`src/rtl/ttt_match_controller.sv`:
```
// Turn arbiter, move filter and best-of-N scorekeeper in front of the tic-tac-toe engine.
// Define TTT_TURN_TIMEOUT_EN to build the turn timer that auto-plays for a stalled player.
module ttt_match_controller #(
    parameter int TURN_TIMEOUT  = 1000,
    parameter int ROUNDS_TO_WIN = 3,
    parameter int SCORE_W       = 4
) (
    input  logic               clk,
    input  logic               reset,
    input  logic               x_req,
    input  logic [3:0]         x_pos,
    output logic               x_ack,
    input  logic               o_req,
    input  logic [3:0]         o_pos,
    output logic               o_ack,
    output logic               move_err,
    output logic               eng_clear,
    output logic               eng_move_valid,
    output logic [3:0]         eng_move_pos,
    input  logic [8:0]         eng_occupied,
    input  logic [1:0]         eng_player,
    input  logic [1:0]         eng_winner,
    input  logic               eng_draw,
    input  logic               new_match,
    output logic [SCORE_W-1:0] x_score,
    output logic [SCORE_W-1:0] o_score,
    output logic [1:0]         match_winner,
    output logic               timeout_pulse
);

    if (TURN_TIMEOUT < 1 || (2 ** SCORE_W) <= ROUNDS_TO_WIN) begin : g_param_check
        $error("ttt_match_controller: invalid TURN_TIMEOUT/ROUNDS_TO_WIN/SCORE_W");
    end

    typedef enum logic [2:0] {
        S_CLEAR,
        S_WAIT_MOVE,
        S_ISSUE,
        S_REJECT,
        S_SETTLE,
        S_CHECK,
        S_MATCH_OVER
    } state_t;

    localparam logic [1:0]         PL_X       = 2'd1;
    localparam logic [1:0]         PL_O       = 2'd2;
    localparam logic [SCORE_W-1:0] SCORE_LAST = SCORE_W'(ROUNDS_TO_WIN - 1);

    state_t       state;
    state_t       state_next;
    logic         settle_second;
    logic         x_armed;
    logic         o_armed;

    logic         cur_req;
    logic [3:0]   cur_pos;
    logic         cur_legal;
    logic [1:0]   grant_next;
    logic [3:0]   pos_next;
    logic         x_score_inc;
    logic         o_score_inc;
    logic         match_end;
    logic         auto_move;
    logic [3:0]   auto_pos;

    logic         eng_clear_d;
    logic         eng_move_valid_d;
    logic [3:0]   eng_move_pos_d;
    logic         x_ack_d;
    logic         o_ack_d;
    logic         move_err_d;

`ifdef TTT_TURN_TIMEOUT_EN
    localparam int TIMER_W = (TURN_TIMEOUT > 1) ? $clog2(TURN_TIMEOUT) : 1;
    localparam logic [TIMER_W-1:0] TIMER_LAST = TIMER_W'(TURN_TIMEOUT - 1);

    logic [TIMER_W-1:0] turn_timer;
    logic               timeout_hit;
    logic [4:0]         free_cell;
    logic               timeout_pulse_d;

    // {found, index} of the lowest-numbered empty cell
    function automatic logic [4:0] lowest_free(input logic [8:0] occ);
        logic [4:0] r;
        r = 5'd0;
        for (int i = 8; i >= 0; i--) begin
            if (!occ[i]) r = {1'b1, 4'(i)};
        end
        return r;
    endfunction

    assign timeout_hit     = (turn_timer == TIMER_LAST);
    assign free_cell       = lowest_free(eng_occupied);
    assign auto_move       = timeout_hit && free_cell[4];
    assign auto_pos        = free_cell[3:0];
    assign timeout_pulse_d = (state_next == S_ISSUE) && (grant_next == 2'd0);

    // Timer saturates at the timeout value; restarted for every new turn and round.
    always_ff @(posedge clk or posedge reset) begin
        if (reset) begin
            turn_timer <= '0;
        end else if (state == S_CLEAR || state == S_CHECK) begin
            turn_timer <= '0;
        end else if ((state == S_WAIT_MOVE || state == S_REJECT) && !timeout_hit) begin
            turn_timer <= turn_timer + 1'b1;
        end
    end

    always_ff @(posedge clk or posedge reset) begin
        if (reset) timeout_pulse <= 1'b0;
        else       timeout_pulse <= timeout_pulse_d;
    end
`else
    assign auto_move     = 1'b0;
    assign auto_pos      = 4'd0;
    assign timeout_pulse = 1'b0;
`endif

    // Only the player whose turn the engine reports is looked at.
    always_comb begin
        cur_req = 1'b0;
        cur_pos = 4'd0;
        if (eng_player == PL_X) begin
            cur_req = x_req && x_armed;
            cur_pos = x_pos;
        end else if (eng_player == PL_O) begin
            cur_req = o_req && o_armed;
            cur_pos = o_pos;
        end
        cur_legal = (cur_pos <= 4'd8) && !(|(eng_occupied & (9'd1 << cur_pos)));
    end

    always_ff @(posedge clk or posedge reset) begin
        if (reset) state <= S_CLEAR;
        else       state <= state_next;
    end

    always_comb begin
        state_next  = state;
        grant_next  = 2'd0;
        pos_next    = 4'd0;
        x_score_inc = 1'b0;
        o_score_inc = 1'b0;
        match_end   = 1'b0;
        case (state)
            S_CLEAR: state_next = S_WAIT_MOVE;
            S_WAIT_MOVE: begin
                if (cur_req && cur_legal) begin
                    grant_next = eng_player;
                    pos_next   = cur_pos;
                    state_next = S_ISSUE;
                end else if (auto_move) begin
                    pos_next   = auto_pos;
                    state_next = S_ISSUE;
                end else if (cur_req) begin
                    grant_next = eng_player;
                    state_next = S_REJECT;
                end
            end
            S_ISSUE:  state_next = S_SETTLE;
            S_REJECT: state_next = S_WAIT_MOVE;
            S_SETTLE: if (settle_second) state_next = S_CHECK;
            S_CHECK: begin
                x_score_inc = (eng_winner == PL_X);
                o_score_inc = (eng_winner == PL_O);
                if ((x_score_inc && x_score == SCORE_LAST) ||
                    (o_score_inc && o_score == SCORE_LAST)) begin
                    match_end  = 1'b1;
                    state_next = S_MATCH_OVER;
                end else if (x_score_inc || o_score_inc || eng_draw) begin
                    state_next = S_CLEAR;
                end else begin
                    state_next = S_WAIT_MOVE;
                end
            end
            S_MATCH_OVER: if (new_match) state_next = S_CLEAR;
            default:      state_next = S_CLEAR;
        endcase
    end

    // Outputs are decoded from the next state so they line up with the state they belong to.
    always_comb begin
        eng_clear_d      = (state_next == S_CLEAR);
        eng_move_valid_d = (state_next == S_ISSUE);
        eng_move_pos_d   = (state_next == S_ISSUE) ? pos_next : 4'd0;
        x_ack_d          = (state_next == S_ISSUE || state_next == S_REJECT) && (grant_next == PL_X);
        o_ack_d          = (state_next == S_ISSUE || state_next == S_REJECT) && (grant_next == PL_O);
        move_err_d       = (state_next == S_REJECT);
    end

    always_ff @(posedge clk or posedge reset) begin
        if (reset) begin
            eng_clear      <= 1'b1;
            eng_move_valid <= 1'b0;
            eng_move_pos   <= 4'd0;
            x_ack          <= 1'b0;
            o_ack          <= 1'b0;
            move_err       <= 1'b0;
        end else begin
            eng_clear      <= eng_clear_d;
            eng_move_valid <= eng_move_valid_d;
            eng_move_pos   <= eng_move_pos_d;
            x_ack          <= x_ack_d;
            o_ack          <= o_ack_d;
            move_err       <= move_err_d;
        end
    end

    // A player is re-armed only once its request has been seen low after an ack.
    always_ff @(posedge clk or posedge reset) begin
        if (reset) begin
            settle_second <= 1'b0;
            x_armed       <= 1'b1;
            o_armed       <= 1'b1;
        end else begin
            settle_second <= (state == S_SETTLE) ? ~settle_second : 1'b0;
            if (state == S_CLEAR) x_armed <= 1'b1;
            else if (x_ack_d)     x_armed <= 1'b0;
            else if (!x_req)      x_armed <= 1'b1;
            if (state == S_CLEAR) o_armed <= 1'b1;
            else if (o_ack_d)     o_armed <= 1'b0;
            else if (!o_req)      o_armed <= 1'b1;
        end
    end

    always_ff @(posedge clk or posedge reset) begin
        if (reset) begin
            x_score      <= '0;
            o_score      <= '0;
            match_winner <= 2'd0;
        end else if (state == S_MATCH_OVER && new_match) begin
            x_score      <= '0;
            o_score      <= '0;
            match_winner <= 2'd0;
        end else begin
            if (x_score_inc) x_score <= x_score + 1'b1;
            if (o_score_inc) o_score <= o_score + 1'b1;
            if (match_end)   match_winner <= eng_winner;
        end
    end

endmodule

```
`config.mk`:
```
export PLATFORM = sky130hd
export DESIGN_NAME = ttt_match_controller
export DESIGN_NICKNAME = d
export VERILOG_FILES = /design/src/rtl/ttt_match_controller.sv
export SDC_FILE = /design/constraint.sdc
export NUM_CORES = 1
export LEC_CHECK = 0
export CAP_MARGIN = 15
export CORE_MARGIN = 2
export CORE_UTILIZATION = 25
export DETAILED_ROUTE_END_ITERATION = 8
export GPL_TIMING_DRIVEN = 0
export HOLD_SLACK_MARGIN = 0.15
export PLACE_DENSITY = 0.57
export SYNTH_ARGS = -nofsm -noshare
export SYNTH_HDL_FRONTEND = slang
export SYNTH_SLANG_ARGS = --single-unit
```
`constraint.sdc`:
```
create_clock -name clk -period 3.6 [get_ports clk]
set_input_delay 0.54 -clock clk [delete_from_list [all_inputs] [get_ports clk]]
set_output_delay 0.54 -clock clk [all_outputs]
set_load 0.05 [all_outputs]
```
# Yosys cells after proc, flatten, opt, wreduce, memory -nomap -nowiden
# Index checks and enable logic that the tools add are counted.
[classes]
magnitude_cmp = 1
reduce_logical = 21
mux = 34
n_shift = 1
eq_ne = 18
n_bitwise = 2
addsub = 2
[op_table]
columns = ["op", "n"]
rows = [
  ["two-way mux 4 bit", 9],
  ["one-hot mux 3 bit (6 select lines)", 1],
  ["two-way mux 3 bit", 5],
  ["two-way mux 1 bit", 14],
  ["== test 3 x 2 -> 1 bit, second input constant", 4],
  ["two-way mux 2 bit", 5],
  ["AND 9 bit", 1],
  ["== test 3 bit, second input constant", 3],
  ["logical AND 1 bit", 9],
  ["OR reduction 9 bit", 1],
  ["<< shifter 1 x 4 -> 9 bit, first input constant", 1],
  ["adder 4 x 1 -> 4 bit, second input constant", 2],
  ["== test 4 x 2 -> 1 bit, second input constant", 2],
  ["== test 2 x 1 -> 1 bit, second input constant", 3],
  ["== test 2 bit, second input constant", 3],
  ["logical NOT 3 bit", 2],
  ["!= test 3 x 1 -> 1 bit, second input constant", 2],
  ["nonzero test 2 bit", 3],
  ["<= comparator 4 bit, second input constant", 1],
  ["logical OR 1 bit", 4],
  ["== test 3 x 1 -> 1 bit, second input constant", 1],
  ["OR reduction 2 bit", 1],
  ["logical NOT 1 bit", 1],
  ["inverter 1 bit", 1],
]
[word_totals]
regBits = 25
elab_cells = 92
out_inout_bits = 20

# Longest topological paths before layout
[logic_depth]
ltp_word = 16
mapped_depth = 7

# Worst setup path after synthesis
# No wires, ideal clock.
[synth_timing]
path_kind = "register -> register"
from = "register o_score[1]"
to = "register eng_clear"
n_path_buf = 0
stages_incl_launch_ff = 7
period_less_slack_ns = 1.822
required_ns = 3.523
slack_ns = 1.778
arrival_time_ns = 1.745
path_cell_list = "dfrtp_1 > ha_1 > nor4bb_1 > a31oi_1 > a221oi_1 > inv_1 > a31oi_1"
[synth_between]
elab_chain_cells = 6
[synth_rtl]
columns = ["element", "line", "rtl"]
rows = [
  ["start: declaration", "26", "output logic [SCORE_W-1:0] o_score,"],
  ["start signal: assignment", "237", "if (o_score_inc) o_score <= o_score + 1'b1;"],
  ["== test 4 x 2 -> 1 bit", "167", "(o_score_inc && o_score == SCORE_LAST)) begin"],
  ["logical AND 1 bit", "167", ""],
  ["logical OR 1 bit", "166", "if ((x_score_inc && x_score == SCORE_LAST) ||"],
  ["two-way mux 3 bit", "166", ""],
  ["one-hot mux 3 bit (6 select lines)", "145", "case (state)"],
  ["logical NOT 3 bit", "183", "eng_clear_d = (state_next == S_CLEAR);"],
  ["via eng_clear_d", "66", "logic eng_clear_d;"],
  ["end signal: assignment", "200", "eng_clear <= eng_clear_d;"],
  ["end: declaration", "17", "output logic eng_clear,"],
]
# The timed path passes the listed nets, and every way through them passes these cells.
# A chain may end at the register's enable or synchronous reset.

# Worst setup path in the final report
[layout_timing]
from = "input eng_winner[0]"
to = "register eng_clear"
[layout_between]
elab_chain_cells = 7
elab_cells_between_ends = 11
classes_between = "2 x eq/ne; 3 x mux; 6 x reduce/logical"
[layout_rtl]
columns = ["element", "line", "rtl"]
rows = [
  ["start: declaration", "22", "input logic [1:0] eng_winner,"],
  ["== test 2 x 1 -> 1 bit or == test 2 bit (tied branches)", "164, 165", ""],
  ["logical OR 1 bit (2 in a row)", "170", "end else if (x_score_inc || o_score_inc || eng_draw) begin"],
  ["two-way mux 1 bit", "170", ""],
  ["two-way mux 3 bit *", "166", ""],
  ["one-hot mux 3 bit (6 select lines) *", "145", ""],
  ["logical NOT 3 bit *", "183", ""],
  ["via eng_clear_d", "66", ""],
]
# The timed path passes the listed nets; every way through them passes the cells marked *.

==> results.json <==
{
  "ys_ff_latch": 25,
  "htreeDepth": 1,
  "min_from": "settle_second$_DFF_PP0_",
  "grt_max_degree": 26,
  "vias_per_cell": 4.749,
  "routed_wl_um": 3591,
  "r2r-start": "o_score[0]$_DFFE_PP0P_",
  "hold_end": "settle_second$_DFF_PP0_",
  "drt_iter0_markers": 35,
  "grt_setup_unrepaired": "no",
  "min_path_cells": 1,
  "hold_buffers": 0,
  "min_path_type": "flop to flop",
  "power_leakage_nw": 0.9121,
  "postRouteAntennaNets": 0,
  "powerDensity_nw_per_um2": 480.8,
  "num_vias": 1382,
  "cts.clk_slew.worst_paths_ns": 0.09,
  "grt_overflow": 0,
  "yosysUniqueCellTypes": 51,
  "yosys_warnings": 0,
  "place_congestion": 0.8567,
  "antenna_found_initial": 0,
  "avgSynthCellArea_um2": 9.118,
  "synth_edf_count": 0,
  "cp.required_ns": 3.80,
  "postSynthNetCount": 200,
  "first_global_vias": 1408,
  "final_hold_viol_count": 0,
  "fill_cells": 603,
  "fp.dieArea_um2": 6731,
  "period_share_pct": 60.88,
  "avgRoutedWirePerCell_um": 12.34,
  "pin_count": 47,
  "worstSetupPathType": "input port to flop",
  "period_needed_ns": 2.192,
  "worstPathArrival_ns": 2.39,
  "drc": 0,
  "cts_root_buffer": "clkbuf_8",
  "post_cts_buffers": 0,
  "r2r_cells": 7,
  "clock_skew_ns": 0.003073,
  "hpwl_um": 2817,
  "die_h_um": 82.05,
  "grt_use_total_pct": 11.51,
  "worst_slack_ns": 1.408,
  "clk_path_buf_depth": 2,
  "ir_worst_vdd_mv": 0.3410,
  "cp-end-kind": "flop",
  "final_layout_size_suffix_gt1_share_pct": 9.259,
  "cts_buffers": 3,
  "yosysSeqAreaShare_pct": 41.33,
  "fin_tns_setup_ns": 0,
  "worstSkewPairLatency_ns": 0.27,
  "worst_slew_pin_slew_ns": 0.9824,
  "syn_inst": 167,
  "final_nets": 250,
  "synthToLayoutAreaGrowth_pct": 38.95,
  "async_reset_ff_share_pct": 100.0,
  "diodes": 0,
  "port_buffers": 45,
  "rows": 28,
  "coreArea_um2": 5921,
  "max-slew-margin-rel_pct": 34.44,
  "status": "completed",
  "place_ws_ns": 1.097,
  "cts_tree": "done",
  "finalPower_mw": 1.017,
  "initial_utilization_pct": 25.72,
  "cap_violations": 0,
  "synth_area_um2": 1523,
  "grt_first_pass_wirelength_um": 6147,
  "first_pass_iters": 4,
  "max_freq_ghz": 0.4562,
  "cts.repair.resized": 0,
  "fin_hold_ws_ns": 0.4592,
  "finalSetupViolations": 0,
  "report.final.slew_viol_count": 0,
  "clock_sinks": 25,
  "crit_path_start": "eng_winner[0]",
  "crit_path_start_kind": "input port",
  "die_w_um": 82.05,
  "worstReg2RegEnd": "eng_clear$_DFF_PP1_",
  "synthFlopType": "dfrtp_1",
  "reg2reg_slack_ns": 1.76,
  "critPathMaxFanout": 5
}
-- cell families after synthesis --
kind of cell | after synthesis | share of synthesized area [%]
flops | 25 | 41.33
xor+xnor | 6 | 3.451
other cells | 1 | 0.2463
fa+ha+maj | 6 | 4.930
simple gates | 73 | 27.12
compound gates | 39 | 17.67
buf+inv | 17 | 5.258
-- stage by stage --
| step | area [um2] | cells | utilization [%] |
|---|---|---|---|
| final | 2116 | 291 | 35.74 |
| after global routing | 2116 | 291 | 35.74 |
| after CTS | 2116 | 291 | 35.74 |
| after detailed placement | 2067 | 287 | 34.91 |
| after global placement | 2067 | 287 | 34.91 |
| after floorplan | 1523 | 167 | - |
-- area by class of cell --
class,instances,area (um2),area share (%)
Tap cell,75,93.84,4.435
Clock inverter,1,7.507,0.3548
Inverter,10,37.54,1.774
Sequential cell,25,629.4,29.75
Clock buffer,3,41.29,1.952
Buffer,7,42.54,2.011
Timing Repair Buffer,45,450.4,21.29
Multi-Input combinational cell,125,813.3,38.44
-- power breakdown --
group	internal [mW]	switching, mW	total, mW
registers	0.336	0.0474	0.383
clock network	0.0786	0.0952	0.174
logic	0.181	0.280	0.461
total	0.595	0.423	1.02
-- cells in the final DEF (no fill, tap or decap), types with 2 or more instances in the layout --
cell type        Yosys  final
clkdlybuf4s50_1      0     45
dfrtp_1             22     22
nor2_1              20     20
nand2_1             10     10
a21oi_1              9      9
inv_1                8      8
nand3_1              7      7
ha_1                 6      6
nand2b_1             5      5
nor2b_1              4      4
a31oi_1              4      4
nand3b_1             4      4
o21ai_1              4      4
o22ai_1              4      4
xor2_1               4      4
clkbuf_1             3      3
and3_1               3      3
o31ai_1              3      3
clkbuf_8             0      3
dfstp_2              3      3
xnor2_1              2      2
and2_1               2      2
or3_1                2      2
a22o_1               2      2
buf_4                2      2
inv_2                2      2
a32oi_1              2      2
a221oi_1             2      2
nor3b_1              2      2
nor2b_2              2      2
nand4_1              2      2
-- sequential cells by signal, summed over array words and instances (netlist names), 2 cells and up --
signal	count
eng_move_pos	4
match_winner	2
state	3
x_score	4
o_score	4
-- how the worst max path moves through the flow --
stage                                      to  cells after the start
final                     eng_clear$_DFF_PP1_                      8
after global routing      eng_clear$_DFF_PP1_                      8
after CTS                 eng_clear$_DFF_PP1_                      8
after detailed placement  eng_clear$_DFF_PP1_                      8
after global placement    eng_clear$_DFF_PP1_                      8
after floorplan           eng_clear$_DFF_PP1_                      6
-- worst max-delay path, cell delays in order --
cell and delay, ns:
clkdlybuf4s50_1 0.43, inv_1 0.09, ha_1 0.15, nor4bb_1 0.28, a31oi_1 0.15, a221oi_1 0.50, inv_1 0.08, a31oi_1 0.17
-- synth_stat cells, types with 3 or more instances --
cell	n	area share, %
ha_1	6	4.9
nand3b_1	4	2.0
o21ai_1	4	1.3
o22ai_1	4	1.6
inv_1	8	2.0
dfrtp_1	22	36
a31oi_1	4	1.6
a21oi_1	9	3.0
nor2_1	20	4.9
xor2_1	4	2.3
clkbuf_1	3	0.74
nand3_1	7	2.3
and3_1	3	1.2
nand2_1	10	2.5
nor2b_1	4	1.6
o31ai_1	3	1.5
dfstp_2	3	5.2
nand2b_1	5	2.1
-- metal layers --
layer / routed length, um / vias up / share of wire [%] / GRT usage, %
met5: 0 / - / 0 / 0
met4: 30 / 0 / 0.84 / 3.167
met3: 205 / 6 / 5.7 / 2.088
met2: 1728 / 43 / 48 / 20.65
met1: 1626 / 647 / 45 / 14.01
li1: - / 686 / - / -
(Power assumes the default switching activity.)
